==> config.mk <==
export PLATFORM = sky130hd
export DESIGN_NAME = mult_seq_ctrl
export DESIGN_NICKNAME = d
export VERILOG_FILES = /design/src/rtl/mult_seq_ctrl.sv
export SDC_FILE = /design/constraint.sdc
export NUM_CORES = 1
export LEC_CHECK = 0
export ABC_CLOCK_PERIOD_IN_PS = 1830
export BUFFER_PORTS_ARGS = -buffer_cell sky130_fd_sc_hd__clkbuf_2
export CORE_AREA = 2 2 39 41
export DETAILED_ROUTE_END_ITERATION = 8
export DIE_AREA = 0 0 41 43
export GPL_ROUTABILITY_DRIVEN = 0
export PLACE_DENSITY_LB_ADDON = 0.1
export SYNTH_ARGS = -nofsm -noshare
export SYNTH_HDL_FRONTEND = slang
export SYNTH_SLANG_ARGS = --single-unit
==> constraint.sdc <==
create_clock -name clk -period 1.83 [get_ports clk]
set_input_delay 0.183 -clock clk [delete_from_list [all_inputs] [get_ports clk]]
set_output_delay 0.183 -clock clk [all_outputs]
set_load 0.05 [all_outputs]
==> src/rtl/mult_seq_ctrl.sv <==
// Sequencing controller for the 8x8 multiplier built from one 4x4 multiplier.
// It clears the accumulator, then accumulates the four shifted nibble partial products.
module mult_seq_ctrl #(
    parameter bit ERR_ON_RESTART = 1'b1
) (
    input  logic       clk,
    input  logic       aclr_n,
    input  logic       start,
    output logic [1:0] input_sel,
    output logic [1:0] shift_sel,
    output logic       clk_ena,
    output logic       sclr_n,
    output logic       done,
    output logic       err,
    output logic [2:0] state_out
);

    typedef enum logic [2:0] {
        S_IDLE = 3'b000,
        S_CLR  = 3'b001,
        S_LSB  = 3'b010,
        S_MID0 = 3'b011,
        S_MID1 = 3'b100,
        S_MSB  = 3'b101,
        S_DONE = 3'b110,
        S_ERR  = 3'b111
    } state_t;

    state_t     state_q, state_d;
    logic [1:0] sel_q, sel_d;
    logic [1:0] shift_q, shift_d;
    logic       ena_q, ena_d;
    logic       sclr_n_q, sclr_n_d;
    logic       done_q, done_d;
    logic       err_q, err_d;

    logic restart_err;
    assign restart_err = ERR_ON_RESTART && start;

    always_comb begin
        state_d = S_IDLE;
        case (state_q)
            S_IDLE: state_d = start ? S_CLR : S_IDLE;
            S_CLR:  state_d = restart_err ? S_ERR : S_LSB;
            S_LSB:  state_d = restart_err ? S_ERR : S_MID0;
            S_MID0: state_d = restart_err ? S_ERR : S_MID1;
            S_MID1: state_d = restart_err ? S_ERR : S_MSB;
            S_MSB:  state_d = restart_err ? S_ERR : S_DONE;
            S_DONE: state_d = start ? S_CLR : S_IDLE;
            S_ERR:  state_d = start ? S_ERR : S_IDLE;
            default: state_d = S_IDLE;
        endcase
    end

    // Outputs are decoded from the next state and registered, so they always
    // match the decode of the current state and reset straight to IDLE values.
    always_comb begin
        sel_d    = 2'b00;
        shift_d  = 2'b00;
        ena_d    = 1'b0;
        sclr_n_d = 1'b1;
        done_d   = 1'b0;
        err_d    = 1'b0;
        case (state_d)
            S_CLR: begin
                ena_d    = 1'b1;
                sclr_n_d = 1'b0;
            end
            S_LSB: ena_d = 1'b1;
            S_MID0: begin
                ena_d   = 1'b1;
                sel_d   = 2'b01;
                shift_d = 2'b01;
            end
            S_MID1: begin
                ena_d   = 1'b1;
                sel_d   = 2'b10;
                shift_d = 2'b01;
            end
            S_MSB: begin
                ena_d   = 1'b1;
                sel_d   = 2'b11;
                shift_d = 2'b10;
            end
            S_DONE: done_d = 1'b1;
            S_ERR:  err_d  = 1'b1;
            default: ;
        endcase
    end

    always_ff @(posedge clk or negedge aclr_n) begin
        if (!aclr_n) begin
            state_q  <= S_IDLE;
            sel_q    <= 2'b00;
            shift_q  <= 2'b00;
            ena_q    <= 1'b0;
            sclr_n_q <= 1'b1;
            done_q   <= 1'b0;
            err_q    <= 1'b0;
        end else begin
            state_q  <= state_d;
            sel_q    <= sel_d;
            shift_q  <= shift_d;
            ena_q    <= ena_d;
            sclr_n_q <= sclr_n_d;
            done_q   <= done_d;
            err_q    <= err_d;
        end
    end

    assign input_sel = sel_q;
    assign shift_sel = shift_q;
    assign clk_ena   = ena_q;
    assign sclr_n    = sclr_n_q;
    assign done      = done_q;
    assign err       = err_q;
    assign state_out = state_q;

endmodule

==> impl_metrics.json <==
{
  "status": "finished, final reports clean",
  "ys_async_sr_fraction": 1.00,
  "seq_power_share": 0.347,
  "grt_pass1_wl_um": 1360,
  "synthesis.area_um2": 462,
  "pre_cts_slack_ns": 0.719,
  "critical_path.max_fanout": 12,
  "io_buffers": 13,
  "drt-pass1-iter-count": 4,
  "tns_ns": 0,
  "p_sw_mw": 0.559,
  "crit_family": "flip-flops",
  "h-tree-depth": 1,
  "required_ns": 1.65,
  "fillerInstances": 129,
  "cap_violations": 0,
  "finalWorstSetupSlack_ns": 0.427,
  "syn_nets": 40,
  "cts_tree": "done",
  "insertion_delay_ns": 0.26,
  "avgSynthCellArea_um2": 12.5,
  "slowest_delay_ns": 0.60,
  "clk_pin_slew_worst_paths_ns": 0.07,
  "post-route-period-util": 0.767,
  "fp.dieW_um": 41,
  "drc": 0,
  "arrival_ns": 1.22,
  "antenna_found_initial": 0,
  "p_sw_frac": 0.500,
  "fin_skew_ns": 0.00267,
  "tightest_slew_ns": 0.418,
  "final_area_um2": 573,
  "grt_max_degree": 15,
  "numCtsBuffers": 3,
  "power_frac_clock": 0.144,
  "grtUsageMet2": 0.184,
  "top_usage_layer": "met2",
  "grt_use_met1": 0.130,
  "ir_drop_v": 0.000634,
  "cts_resized": 0,
  "diodes": 0,
  "post-route-util": 0.414,
  "ys.flop_type": "dfrtp_1",
  "maxSlewHeadroom": 0.721,
  "placed_area_um2": 537,
  "synthCells": 37,
  "ios": 14,
  "cp_cell_sequence": "clkbuf_2",
  "grtUsageTotal": 0.121,
  "dpl.hpwl_um": 598,
  "vias_per_cell": 4.68,
  "wire_per_inst_um": 11.9,
  "ys_ff_latch": 11,
  "clockBufferDepth": 2,
  "cts_root_buf": "clkbuf_4",
  "cp-end-kind": "output pin",
  "synth_edf_count": 0,
  "path_class": "reg -> out",
  "cts.sinks": 11,
  "path_buf_inv": 1,
  "dieArea_mm2": 0.00176,
  "grt_pass1_vias": 311,
  "placementRows": 14,
  "worst_hold_path_type": "in -> reg",
  "gr-total-overflow": 0,
  "die-height_um": 43,
  "ant_nets": 0,
  "p_int_mw": 0.558,
  "vias": 323,
  "drive_gt1_frac": 0.472,
  "finalHoldViolCount": 0,
  "initial_core_util": 0.334,
  "cpMaxStageDelayCell": "dfrtp_1",
  "p_leak_nw": 0.280,
  "ys.warnings.count": 0,
  "setup_violations": 0,
  "rsz0062_at_grt": "no",
  "setup.worst_path.start_class": "flop",
  "p_comb_frac": 0.509,
  "area_growth_pct": 24.1,
  "drt-total-wl_um": 824,
  "max_freq_ghz": 0.713,
  "finalMaxSlewViolations": 0,
  "min_period_ns": 1.40,
  "yosysUniqueCellTypes": 20,
  "drt-initial-drc-count": 7,
  "core_mm2": 0.00138,
  "power_density_mw_per_mm2": 1950,
  "synth_seq_area_share": 0.599,
  "use_met3": 0.0314,
  "finish.net_count": 57
}
[state kept, by name, indices dropped and copies added, names as in the netlist]
register and cells:
state_out 3, input_sel 2, shift_sel 2, clk_ena 1
done 1, err 1, sclr_n 1
[per-stage QoR]
stage,total power [mW],hold slack [ns],cells
5_1_grt,1.18,0.297,69
3_3_place_gp,0.945,0.0617,64
6_report,1.12,0.259,69
4_1_cts,1.13,0.252,69
2_1_floorplan,0.843,-0.113,37
3_5_place_dp,0.962,0.0706,64
[layer usage]
layer	wire [um]	part of all wire
met1	299	0.36
met5	0	0
met2	464	0.56
met3	61	0.074
met4	0	0
[path summary, 6_finish.rpt]
kind / cells after the start / slack [ns] / end / startpoint
min in group asynchronous: 2 / 0.31 / shift_sel[0] / aclr_n
worst max register to register: 3 / 0.75 / clk_ena / state_out[0]
max in group asynchronous: 2 / 1.25 / sclr_n / aclr_n
worst min register to register: 1 / 0.61 / clk_ena / state_out[1]
worst min-delay path: 2 / 0.26 / sclr_n / start
worst max-delay path: 1 / 0.43 / state_out[0] / state_out[0]
[layout make-up]
| type | count | area [um2] | share of cell area |
|---|---|---|---|
| sequential | 11 | 277 | 0.483 |
| tap | 16 | 20.0 | 0.0349 |
| timing repair buffer | 14 | 75.1 | 0.131 |
| multi-input combinational | 24 | 175 | 0.306 |
| clock buffer | 4 | 26.3 | 0.0459 |
[Yosys cell counts (all sizes together), types with 2 or more instances]
cell type | instances | area (um2)
a21oi | 2 | 10.0
buf | 2 | 10.0
dfrtp | 10 | 250
nand2 | 4 | 15.0
nor2 | 2 | 10.0
nor2b | 3 | 28.8
nor3 | 2 | 20.0
o21ai | 3 | 15.0
[cell families after synthesis]
family	Yosys count	synth area share
AO/OA/AOI/OAI	7	0.0948
XOR/XNOR	1	0.0190
buffers and inverters	2	0.0217
flip-flops	11	0.599
multiplexers	1	0.0217
AND/OR/NAND/NOR	15	0.244
[power groups by stage]
stage | registers [mW] | logic, mW | clock network, mW
after floorplan | 0.636 | 0.207 | 0
after global placement | 0.386 | 0.559 | 0
after detailed placement | 0.392 | 0.571 | 0
after CTS | 0.386 | 0.577 | 0.169
after global routing | 0.396 | 0.607 | 0.175
final | 0.388 | 0.569 | 0.161
[what timing repair did]
item	4_1_cts	5_1_grt
hold buffers	1	0
setup endpoints to repair	0	0
setup buffers	0	0
endpoints found under the hold margin	10	0
[cell usage in the layout, fill, tap and decap left out]
cell type,count
and3b_1,1
o31ai_1,1
and2b_4,1
nor2b_4,1
mux2i_1,1
dfrtp_1,10
xor2_1,1
nor3_2,2
nor3b_2,1
nor2b_2,1
dfstp_2,1
o21ai_0,3
clkbuf_1,1
nor2_2,1
o21bai_2,1
clkbuf_4,3
dlygate4sd3_1,1
a21oi_1,2
nor2_1,1
nor2b_1,1
clkbuf_2,13
nand2_1,4
nand3b_1,1
Note: power is estimated with default switching activity, not from simulation.
